**src/rtl/pcpi_seq_div.sv**
```systemverilog
`default_nettype none
// ============================================================================
//  Module      : pcpi_seq_div
//  Description : Iterative RV32M DIV/DIVU/REM/REMU coprocessor on the PCPI
//                bus. Restoring shift-subtract divider resolving
//                BITS_PER_CYCLE quotient bits per busy cycle (1, 2 or 4).
//  Revision    : 1.0 - initial release
// ============================================================================
module pcpi_seq_div #(
    parameter int BITS_PER_CYCLE = 1
) (
    input  logic        clk,
    input  logic        resetn,
    input  logic        pcpi_valid,
    input  logic [31:0] pcpi_insn,
    input  logic [31:0] pcpi_rs1,
    input  logic [31:0] pcpi_rs2,
    output logic        pcpi_wr,
    output logic [31:0] pcpi_rd,
    output logic        pcpi_wait,
    output logic        pcpi_ready
);

    // Number of busy cycles needed to resolve all 32 quotient bits
    localparam int         C_NUM_ITER = 32 / BITS_PER_CYCLE;
    localparam logic [4:0] C_CNT_LOAD = 5'(C_NUM_ITER - 1);

    // FSM encoding
    localparam logic [1:0] S_IDLE = 2'd0;
    localparam logic [1:0] S_BUSY = 2'd1;
    localparam logic [1:0] S_DONE = 2'd2;

    // ------------------------------------------------------------------------
    // State and datapath registers
    // ------------------------------------------------------------------------
    logic [1:0]  r_state;
    logic [4:0]  r_cnt;
    logic        r_is_rem;     // REM/REMU selects the remainder
    logic        r_q_neg;      // negate quotient (DIV only)
    logic        r_r_neg;      // negate remainder (REM only)
    logic        r_div0;       // divisor was zero
    logic [31:0] r_divisor;    // |rs2| or raw rs2
    logic [31:0] r_rem;        // partial remainder
    logic [31:0] r_quo;        // dividend bits shifting out, quotient bits in

    logic        r_wr;
    logic [31:0] r_rd;
    logic        r_wait;
    logic        r_ready;

    // ------------------------------------------------------------------------
    // Instruction decode
    // ------------------------------------------------------------------------
    logic        w_match;
    logic        w_signed;
    logic        w_is_rem;
    logic        w_is_div_s;
    logic        w_is_rem_s;
    logic [31:0] w_abs_rs1;
    logic [31:0] w_abs_rs2;
    logic        w_unused_insn;

    assign w_match    = (pcpi_insn[6:0]   == 7'b0110011) &&
                        (pcpi_insn[31:25] == 7'b0000001) &&
                        pcpi_insn[14];
    // funct3[0] clear means a signed operation (DIV/REM)
    assign w_signed   = ~pcpi_insn[12];
    assign w_is_rem   = pcpi_insn[13];
    assign w_is_div_s = ~pcpi_insn[13] & ~pcpi_insn[12];
    assign w_is_rem_s =  pcpi_insn[13] & ~pcpi_insn[12];

    // 32-bit absolute value: |0x80000000| wraps back to 0x80000000, which the
    // unsigned datapath then treats as 2^31, exactly as required
    assign w_abs_rs1 = (w_signed && pcpi_rs1[31]) ? (32'd0 - pcpi_rs1) : pcpi_rs1;
    assign w_abs_rs2 = (w_signed && pcpi_rs2[31]) ? (32'd0 - pcpi_rs2) : pcpi_rs2;

    // Register fields are irrelevant to the coprocessor
    assign w_unused_insn = ^{pcpi_insn[24:15], pcpi_insn[11:7]};

    // ------------------------------------------------------------------------
    // Unrolled restoring steps: BITS_PER_CYCLE steps chained per busy cycle
    // ------------------------------------------------------------------------
    logic [31:0] w_rem_st [0:BITS_PER_CYCLE];
    logic [31:0] w_quo_st [0:BITS_PER_CYCLE];

    assign w_rem_st[0] = r_rem;
    assign w_quo_st[0] = r_quo;

    for (genvar gi = 0; gi < BITS_PER_CYCLE; gi++) begin : g_step
        logic [32:0] w_shift;
        logic [33:0] w_trial;

        // 33-bit partial remainder with the next dividend bit shifted in
        assign w_shift = {w_rem_st[gi], w_quo_st[gi][31]};
        assign w_trial = {1'b0, w_shift} - {2'b00, r_divisor};

        // A negative trial restores the shifted value. The restored value is
        // below the divisor, so its top bit is always zero and 32 bits suffice.
        assign w_rem_st[gi+1] = w_trial[33] ? w_shift[31:0] : w_trial[31:0];
        assign w_quo_st[gi+1] = {w_quo_st[gi][30:0], ~w_trial[33]};
    end

    // ------------------------------------------------------------------------
    // Final result selection (valid in the last busy cycle)
    // ------------------------------------------------------------------------
    logic [31:0] w_quo_fin;
    logic [31:0] w_rem_fin;
    logic [31:0] w_result;

    assign w_quo_fin = w_quo_st[BITS_PER_CYCLE];
    assign w_rem_fin = w_rem_st[BITS_PER_CYCLE];

    // Divide-by-zero yields an all-ones quotient from the datapath; the sign
    // fix-up is suppressed so DIV by zero also returns 0xFFFFFFFF.
    always_comb begin
        w_result = 32'd0;
        if (r_is_rem) begin
            w_result = r_r_neg ? (32'd0 - w_rem_fin) : w_rem_fin;
        end else begin
            w_result = (r_q_neg && !r_div0) ? (32'd0 - w_quo_fin) : w_quo_fin;
        end
    end

    // ------------------------------------------------------------------------
    // Control FSM, operand capture, iteration and registered outputs
    // ------------------------------------------------------------------------
    // Sequences IDLE->BUSY->DONE, advances the divider and drives the handshake
    always_ff @(posedge clk or negedge resetn) begin
        if (!resetn) begin
            r_state   <= S_IDLE;
            r_cnt     <= 5'd0;
            r_is_rem  <= 1'b0;
            r_q_neg   <= 1'b0;
            r_r_neg   <= 1'b0;
            r_div0    <= 1'b0;
            r_divisor <= 32'd0;
            r_rem     <= 32'd0;
            r_quo     <= 32'd0;
            r_wr      <= 1'b0;
            r_rd      <= 32'd0;
            r_wait    <= 1'b0;
            r_ready   <= 1'b0;
        end else begin
            case (r_state)
                S_IDLE: begin
                    r_wr    <= 1'b0;
                    r_ready <= 1'b0;
                    r_rd    <= 32'd0;
                    if (pcpi_valid && w_match) begin
                        r_state   <= S_BUSY;
                        r_wait    <= 1'b1;
                        r_cnt     <= C_CNT_LOAD;
                        r_is_rem  <= w_is_rem;
                        r_q_neg   <= w_is_div_s & (pcpi_rs1[31] ^ pcpi_rs2[31]);
                        r_r_neg   <= w_is_rem_s & pcpi_rs1[31];
                        r_div0    <= (pcpi_rs2 == 32'd0);
                        r_divisor <= w_abs_rs2;
                        r_rem     <= 32'd0;
                        r_quo     <= w_abs_rs1;
                    end else begin
                        r_wait <= 1'b0;
                    end
                end

                S_BUSY: begin
                    if (!pcpi_valid) begin
                        // Master withdrew the request: discard everything,
                        // including on the final iteration
                        r_state <= S_IDLE;
                        r_wait  <= 1'b0;
                        r_wr    <= 1'b0;
                        r_ready <= 1'b0;
                        r_rd    <= 32'd0;
                    end else begin
                        r_rem <= w_rem_fin;
                        r_quo <= w_quo_fin;
                        r_cnt <= r_cnt - 5'd1;
                        if (r_cnt == 5'd0) begin
                            r_state <= S_DONE;
                            r_wait  <= 1'b0;
                            r_wr    <= 1'b1;
                            r_ready <= 1'b1;
                            r_rd    <= w_result;
                        end
                    end
                end

                S_DONE: begin
                    // One-cycle result pulse; no request accepted here
                    r_state <= S_IDLE;
                    r_wr    <= 1'b0;
                    r_ready <= 1'b0;
                    r_rd    <= 32'd0;
                    r_wait  <= 1'b0;
                end

                default: begin
                    r_state <= S_IDLE;
                    r_wr    <= 1'b0;
                    r_ready <= 1'b0;
                    r_rd    <= 32'd0;
                    r_wait  <= 1'b0;
                end
            endcase
        end
    end

    assign pcpi_wr    = r_wr;
    assign pcpi_rd    = r_rd;
    assign pcpi_wait  = r_wait;
    assign pcpi_ready = r_ready;

endmodule
`default_nettype wire

```
**config.mk**
```make
export PLATFORM = sky130hd
export DESIGN_NAME = pcpi_seq_div
export DESIGN_NICKNAME = d
export VERILOG_FILES = /design/src/rtl/pcpi_seq_div.sv
export SDC_FILE = /design/constraint.sdc
export NUM_CORES = 1
export LEC_CHECK = 0
export CORE_AREA = 2 2 197 102
export CTS_BUF_LIST = sky130_fd_sc_hd__clkbuf_8
export DETAILED_ROUTE_END_ITERATION = 10
export DIE_AREA = 0 0 199 104
export PLACE_DENSITY = 0.86
export SLEW_MARGIN = 20
export SYNTH_ARGS = -nofsm -noshare
export SYNTH_HDL_FRONTEND = slang
export SYNTH_SLANG_ARGS = --single-unit
```
**constraint.sdc**
```tcl
create_clock -name clk -period 6.2 [get_ports clk]
set_input_delay 1.24 -clock clk [delete_from_list [all_inputs] [get_ports clk]]
set_output_delay 1.24 -clock clk [all_outputs]
set_load 0.02 [all_outputs]
```
==> results of run 1 <==
==> stage by stage <==
stage	power [W]	utilization (%)	setup slack (ps)	std cells
global route	0.00207	67.3	817	1768
CTS	0.00199	67.3	1440	1768
floorplan	0.00110	-	1860	1415
detailed placement	0.00122	65.2	1470	1737
global placement	0.00121	65.2	1510	1737
finish	0.00199	67.3	1180	1768
==> worst reg2reg max path, cell delays in order, from the launching register on <==
cell and delay, ps:
sky130_fd_sc_hd__dfrtp_1 380, sky130_fd_sc_hd__inv_1 220, sky130_fd_sc_hd__ha_1 340, sky130_fd_sc_hd__a21oi_1 280, sky130_fd_sc_hd__o21ai_0 240, sky130_fd_sc_hd__a221o_1 410
sky130_fd_sc_hd__a31o_2 300, sky130_fd_sc_hd__inv_1 100, sky130_fd_sc_hd__ha_1 180, sky130_fd_sc_hd__nor2b_1 440, sky130_fd_sc_hd__nand3_1 390, sky130_fd_sc_hd__o41ai_1 800
sky130_fd_sc_hd__o21ai_0 240, sky130_fd_sc_hd__xnor2_1 230, sky130_fd_sc_hd__o22ai_1 100, sky130_fd_sc_hd__nor3_1 150, sky130_fd_sc_hd__a21oi_1 90
==> logic make-up (layout without fill, tap and decap cells) <==
| family | Yosys count | after routing | share of synthesized area (%) |
|---|---|---|---|
| AND/OR/NAND/NOR | 499 | 499 | 21.4 |
| AO/OA/AOI/OAI | 452 | 452 | 25.3 |
| flip-flops | 141 | 141 | 31.8 |
| XOR/XNOR | 133 | 133 | 10.5 |
| buffers and inverters | 132 | 219 | 4.83 |
| adder cells (fa/ha/maj) | 39 | 39 | 4.47 |
| multiplexers | 19 | 19 | 1.74 |
==> synth_stat cells (4+ instances only) <==
| master | instances | area (µm²) |
|---|---|---|
| sky130_fd_sc_hd__clkbuf_1 | 56 | 210 |
| sky130_fd_sc_hd__o211ai_1 | 18 | 135 |
| sky130_fd_sc_hd__mux2i_1 | 17 | 170 |
| sky130_fd_sc_hd__or3_1 | 17 | 106 |
| sky130_fd_sc_hd__nor3_1 | 35 | 175 |
| sky130_fd_sc_hd__a21oi_2 | 4 | 35.0 |
| sky130_fd_sc_hd__a211oi_1 | 9 | 67.6 |
| sky130_fd_sc_hd__a21oi_1 | 123 | 616 |
| sky130_fd_sc_hd__o31ai_1 | 22 | 165 |
| sky130_fd_sc_hd__nor2b_1 | 10 | 62.6 |
| sky130_fd_sc_hd__nand3_1 | 40 | 200 |
| sky130_fd_sc_hd__and4_1 | 4 | 35.0 |
| sky130_fd_sc_hd__nand4_1 | 11 | 68.8 |
| sky130_fd_sc_hd__a221o_1 | 6 | 60.1 |
| sky130_fd_sc_hd__and3_1 | 5 | 31.3 |
| sky130_fd_sc_hd__ha_1 | 38 | 475 |
| sky130_fd_sc_hd__or4_1 | 7 | 52.6 |
| sky130_fd_sc_hd__xnor2_1 | 66 | 578 |
| sky130_fd_sc_hd__a211o_1 | 5 | 43.8 |
| sky130_fd_sc_hd__buf_2 | 10 | 50.1 |
| sky130_fd_sc_hd__o41ai_1 | 10 | 87.6 |
| sky130_fd_sc_hd__o221ai_1 | 4 | 35.0 |
| sky130_fd_sc_hd__a31oi_1 | 12 | 75.1 |
| sky130_fd_sc_hd__xor2_1 | 67 | 587 |
| sky130_fd_sc_hd__nand2_1 | 186 | 698 |
| sky130_fd_sc_hd__nand2b_1 | 15 | 93.8 |
| sky130_fd_sc_hd__nor2_1 | 111 | 417 |
| sky130_fd_sc_hd__dfrtp_1 | 141 | 3530 |
| sky130_fd_sc_hd__a22oi_1 | 15 | 113 |
| sky130_fd_sc_hd__o21a_1 | 6 | 45.0 |
| sky130_fd_sc_hd__o21ai_1 | 6 | 30.0 |
| sky130_fd_sc_hd__a21o_1 | 6 | 45.0 |
| sky130_fd_sc_hd__o21ai_0 | 164 | 821 |
| sky130_fd_sc_hd__inv_1 | 56 | 210 |
| sky130_fd_sc_hd__and2_1 | 16 | 100 |
| sky130_fd_sc_hd__nor4_1 | 23 | 144 |
==> final cells by class <==
type	instances	area [µm²]
multi-input cells	1142	7070
clock inverters	10	113
repair buffers	131	1280
fillers	1572	6220
clock buffers	21	289
inverters	57	214
well taps	266	333
flip-flops and latches	141	3530
==> how the worst min path moves through the flow <==
stage                                    startpoint                        end  slack [ps]
after global placement        pcpi_wait$_DFFE_PN0P_      pcpi_wait$_DFFE_PN0P_         460
after global routing      r_divisor[19]$_DFFE_PN0P_  r_divisor[19]$_DFFE_PN0P_         510
after detailed placement   r_divisor[3]$_DFFE_PN0P_   r_divisor[3]$_DFFE_PN0P_         470
after floorplan           r_divisor[10]$_DFFE_PN0P_  r_divisor[10]$_DFFE_PN0P_         450
final                      r_divisor[3]$_DFFE_PN0P_   r_divisor[3]$_DFFE_PN0P_         480
after CTS                  r_divisor[3]$_DFFE_PN0P_   r_divisor[3]$_DFFE_PN0P_         490
==> state kept, by name, summed over array words and instances (netlist names) <==
name        cells
pcpi_rd        32
r_divisor      32
r_quo          32
r_rem          32
r_cnt           5
r_state         2
pcpi_ready      1
pcpi_wait       1
r_div0          1
r_is_rem        1
r_q_neg         1
r_r_neg         1
==> power breakdown <==
part,leakage (nW),switching (W),internal (W),total (W)
clock network,0.204,0.000385,0.000396,0.000781
logic,3.45,0.000148,0.000121,0.000268
registers,1.94,0.0000148,0.000928,0.000943
==> metal layers <==
layer  vias up  track usage [%]
li1       5239                -
met1      5368             52.8
met2       620             46.1
met3        47             14.3
met4         0             7.30
met5         -                0
==> flow_summary.yaml, run 1 <==
status:
  run_status: "complete, no violations"
floorplan:
  floorplan.die_area_mm2: 0.0207
  pin_count: 134
  initial_utilization_pct: 58.2
  chipWidth_um: 199
  core-area_mm2: 0.0191
  std_cell_rows: 36
  die_height_um: 104
critical_path:
  worst-path-max-fanout: 6
  worst_path_dominant_cell_family: "compound AO/OA/AOI/OAI gates"
  critical_path.max_stage_delay_ps: 800
  crit_cells: 16
  worst_setup_path_startpoint: "r_divisor[26]$_DFFE_PN0P_"
  required_worst_endpoint_ps: 6560
  path_class: "reg -> reg"
  regToRegSetupSlack_ps: 1180
  reg2reg_from: "r_divisor[26]$_DFFE_PN0P_"
  timing.critical_path.to: "pcpi_rd[26]$_DFFE_PN0P_"
  critPathSlowestCell: "sky130_fd_sc_hd__o41ai_1"
  critPathArrivalTime_ps: 5380
  worstSetupStartpointType: "flip-flop"
  path_cells: "inv_1, ha_1, a21oi_1, o21ai_0, a221o_1, a31o_2, inv_1, ha_1, nor2b_1, nand3_1, o41ai_1, o21ai_0, xnor2_1, o22ai_1, nor3_1, a21oi_1"
  worstSetupEndpointType: "flip-flop"
  reg2reg_to: "pcpi_rd[26]$_DFFE_PN0P_"
  cp_num_buf_inv: 2
  worst_r2r_path_depth: 16
drt:
  drt-vias-per-instance: 6.38
  drt-initial-drc-count: 1429
  antenna_left: 0
  count_of_unresolved_drc_violations_after_routing: 0
  wire_per_inst_um: 20.0
  drt-met1-wl_um: 16300
  top_signal_layer_used: "met4"
  wl_met2_um: 13800
  detail_route.wirelength_um: 35300
  first_pass_iters: 8
  vias: 11300
  met3RoutedLength_um: 4790
placement:
  place.port_buffers: 118
  gp_routability_congestion: 0.976
  detailedPlacementHpwl_um: 27000
  placed_area_mm2: 0.0124
clock_tree:
  post_cts.resized_instances: 0
  postCtsSetupRepairBufs: 0
  number_of_clock_buffers_inserted_by_tritoncts: 17
  cts_tree: "yes"
  cts.path.max_buffers: 2
  ctsHtreeMaxLevel: 4
  clock_sink_count: 141
  clock_latency_ps: 500
  cts.hold.buffers_added: 0
  clk_transition_reported_paths_ps: 80
  buffer_type_at_the_clock_tree_root: "sky130_fd_sc_hd__clkbuf_8"
logic_synthesis:
  synth-seq-cells: 141
  yosysWarnings: 0
  synth_ff_type: "sky130_fd_sc_hd__dfrtp_1"
  post_synth_inst_count: 1415
  syn_nets: 1553
  async_flop_share_pct: 100
  synth_seq_area_share_pct: 31.8
  synth_enable_flop_cells: 0
  netlist-cell-type-count: 85
  mappedNetlistArea_mm2: 0.0111
  syn_area_per_cell_um2: 7.84
grt:
  wire_length_of_the_first_global_routing_pass_um: 56300
  antenna_found_initial: 0
  global_route.usage.total_pct: 35.0
  grt_start_max_net_pins: 100
  grt_pass1_vias: 10500
  globalRouteOverflowTotal: 0
timing:
  maxSlewViolCount: 0
  whs_ps: 483
  maxSlewHeadroom_pct: 25.5
  finalSetupViolations: 0
  worst-slew-pin-transition_ps: 1110
  finalCriticalPeriod_ps: 5020
  timing.fmax_mhz: 199
  timing.final.crit_share_pct: 80.9
  rsz_0062_raised_after_global_routing: "false"
  fin_setup_tns_ps: 0
  worst_clock_skew_ps: 17.7
  hold_violations: 0
layout:
  final_cell_mix: "185 x sky130_fd_sc_hd__nand2_1, 164 x sky130_fd_sc_hd__o21ai_0, 141 x sky130_fd_sc_hd__dfrtp_1"
  antenna_fix_cells: 0
  post_route_cells_drive_above_1_share_pct: 4.99
  layout.cells.most_common: "sky130_fd_sc_hd__nand2_1"
  layout.cell_area.non_filler_mm2: 0.0128
  synthToLayoutAreaGrowth_pct: 15.6
  nets: 1628
hold_path:
  kind_of_path_behind_the_tightest_hold_check: "reg -> reg"
  timing.hold.worst_path_depth: 2
run:
  cap_violations: 0
power_and_ir_drop:
  p_leak_nw: 5.60
  peakVddDrop_v: 0.000134
  power_density_mw_per_mm2: 155
No activity file was read; power rests on OpenSTA's default activity.
==> run 2: changes to the inputs <==
Clock period 6.2 ns to 4.9 ns, I/O delays scaled along.
==> flow_summary.yaml, run 2 (same netlist as run 1, synthesis figures left out) <==
floorplan:
  core-area_mm2: 0.0191
  floorplan.die_area_mm2: 0.0207
  chipWidth_um: 199
  pin_count: 134
  initial_utilization_pct: 58.2
  die_height_um: 104
  std_cell_rows: 36
timing:
  worst-slew-pin-transition_ps: 1050
  finalWorstSetupSlack_ps: 407
  finalCriticalPeriod_ps: 4490
  maxSlewHeadroom_pct: 30.3
  rsz_0062_raised_after_global_routing: "false"
  fin_setup_tns_ps: 0
  finalSetupViolations: 0
  timing.final.crit_share_pct: 91.7
  maxSlewViolCount: 0
  worst_clock_skew_ps: 14.7
  timing.fmax_mhz: 223
  hold_violations: 0
critical_path:
  path_class: "reg -> reg"
  worst-path-max-fanout: 13
  worstSetupStartpointType: "flip-flop"
  required_worst_endpoint_ps: 5220
  critPathArrivalTime_ps: 4810
  worstSetupEndpointType: "flip-flop"
layout:
  nets: 1641
  fillers: 1570
  antenna_fix_cells: 0
  final_cell_mix: "185 x sky130_fd_sc_hd__nand2_1, 164 x sky130_fd_sc_hd__o21ai_0, 141 x sky130_fd_sc_hd__dfrtp_1"
  layout.cells.most_common: "sky130_fd_sc_hd__nand2_1"
  synthToLayoutAreaGrowth_pct: 16.2
  post_route_cells_drive_above_1_share_pct: 5.41
drt:
  detail_route.wirelength_um: 35600
  wire_per_inst_um: 20.0
  vias: 11500
  first_pass_iters: 9
  drt-vias-per-instance: 6.44
  drt-initial-drc-count: 1464
  antenna_left: 0
  count_of_unresolved_drc_violations_after_routing: 0
placement:
  gp_routability_congestion: 0.972
  placement.setup.worst_slack_ps: 602
  detailedPlacementHpwl_um: 27400
  place.port_buffers: 118
clock_tree:
  cts.hold.buffers_added: 0
  buffer_type_at_the_clock_tree_root: "sky130_fd_sc_hd__clkbuf_8"
  ctsHtreeMaxLevel: 4
  postCtsSetupRepairBufs: 0
  number_of_clock_buffers_inserted_by_tritoncts: 17
  cts_tree: "yes"
  clock_sink_count: 141
  post_cts.resized_instances: 0
  clock_latency_ps: 490
  clk_transition_reported_paths_ps: 90
  cts.path.max_buffers: 2
grt:
  global_route.usage.total_pct: 35.0
  wire_length_of_the_first_global_routing_pass_um: 56200
  grt_pass1_vias: 10500
  grt_start_max_net_pins: 81
  antenna_found_initial: 0
  globalRouteOverflowTotal: 0
run:
  cap_violations: 0
power_and_ir_drop:
  netSwitchingFraction_pct: 27.5
  cell_int_power_w: 0.00179
  peakVddDrop_v: 0.000181
  register_share_of_total_power_pct: 48.2
  p_total_w: 0.00247
  total_switching_power_w: 0.000681
  comb_power_share_pct: 13.9
  power_density_mw_per_mm2: 192
  power.share.clock_pct: 37.9
  p_leak_nw: 5.67
status:
  run_status: "complete, no violations"
hold_path:
  kind_of_path_behind_the_tightest_hold_check: "in -> async"
==> run 2: changes by cell type in the layout (fill, tap and decap cells not counted), sizes merged <==
| cell | previous run | this run |
|---|---|---|
| buf | 14 | 27 |
| clkinvlp | 2 | 1 |
| inv | 57 | 62 |
| clkinv | 6 | 4 |
| clkbuf | 21 | 19 |
==> run 2: worst max-delay path, stage by stage, from the launching register on <==
cell and delay, ps:
sky130_fd_sc_hd__dfrtp_1 380, sky130_fd_sc_hd__inv_1 210, sky130_fd_sc_hd__ha_1 330, sky130_fd_sc_hd__a21oi_1 260
sky130_fd_sc_hd__o21ai_0 240, sky130_fd_sc_hd__a221o_1 430, sky130_fd_sc_hd__a31o_2 350, sky130_fd_sc_hd__o21ai_0 360
sky130_fd_sc_hd__ha_1 340, sky130_fd_sc_hd__nand4_1 130, sky130_fd_sc_hd__nor4_1 240, sky130_fd_sc_hd__a41oi_1 140
sky130_fd_sc_hd__or2_1 340, sky130_fd_sc_hd__o311a_1 310, sky130_fd_sc_hd__nor3_1 180, sky130_fd_sc_hd__a21oi_1 90
==> run 2: metrics by stage <==
stage | util (%) | instances | area [µm²] | hold slack [ps]
2_1_floorplan | - | 1415 | 11100 | 450
3_3_place_gp | 65.7 | 1750 | 12500 | 463
3_5_place_dp | 65.7 | 1750 | 12500 | 473
4_1_cts | 67.7 | 1781 | 12900 | 466
5_1_grt | 67.7 | 1781 | 12900 | 483
6_report | 67.7 | 1781 | 12900 | 438
==> run 2: worst paths after layout <==
kind	from	depth (start not counted)	slack, ps	to
setup / recovery	r_divisor[26]$_DFFE_PN0P_	15	410	pcpi_rd[26]$_DFFE_PN0P_
hold / removal	resetn	1	440	r_divisor[20]$_DFFE_PN0P_
setup reg to reg	r_divisor[26]$_DFFE_PN0P_	15	410	pcpi_rd[26]$_DFFE_PN0P_
hold reg to reg	pcpi_wait$_DFFE_PN0P_	2	480	pcpi_wait$_DFFE_PN0P_
max in group asynchronous	resetn	2	3430	r_cnt[3]$_DFFE_PN0P_
min in group clk	pcpi_wait$_DFFE_PN0P_	2	480	pcpi_wait$_DFFE_PN0P_
==> run 2: layout make-up <==
type,instances,area [µm²],area share [%]
clock buffer,19,262,2.03
clock inverter,12,109,0.844
inverter,57,214,1.66
multi-input combinational,1142,7070,54.9
sequential,141,3530,27.4
tap,266,333,2.58
timing repair buffer,144,1380,10.7
==> run 2: layer usage <==
metal / up-vias / share of wire (%) / global-route usage, %
li1: 5273 / - / -
met1: 5529 / 47 / 54.4
met2: 621 / 39 / 46.4
met3: 43 / 12 / 10.9
met4: 0 / 1.1 / 7.52
met5: - / 0 / 0
==> run 2: power by group through the flow <==
stage / clock (W) / sequential [W] / combinational (W)
2_1_floorplan: 0 / 0.00121 / 0.000178
3_3_place_gp: 0 / 0.00121 / 0.000326
5_1_grt: 0.000978 / 0.00119 / 0.000376
6_report: 0.000938 / 0.00119 / 0.000343
4_1_cts: 0.000936 / 0.00119 / 0.000338
3_5_place_dp: 0 / 0.00121 / 0.000337
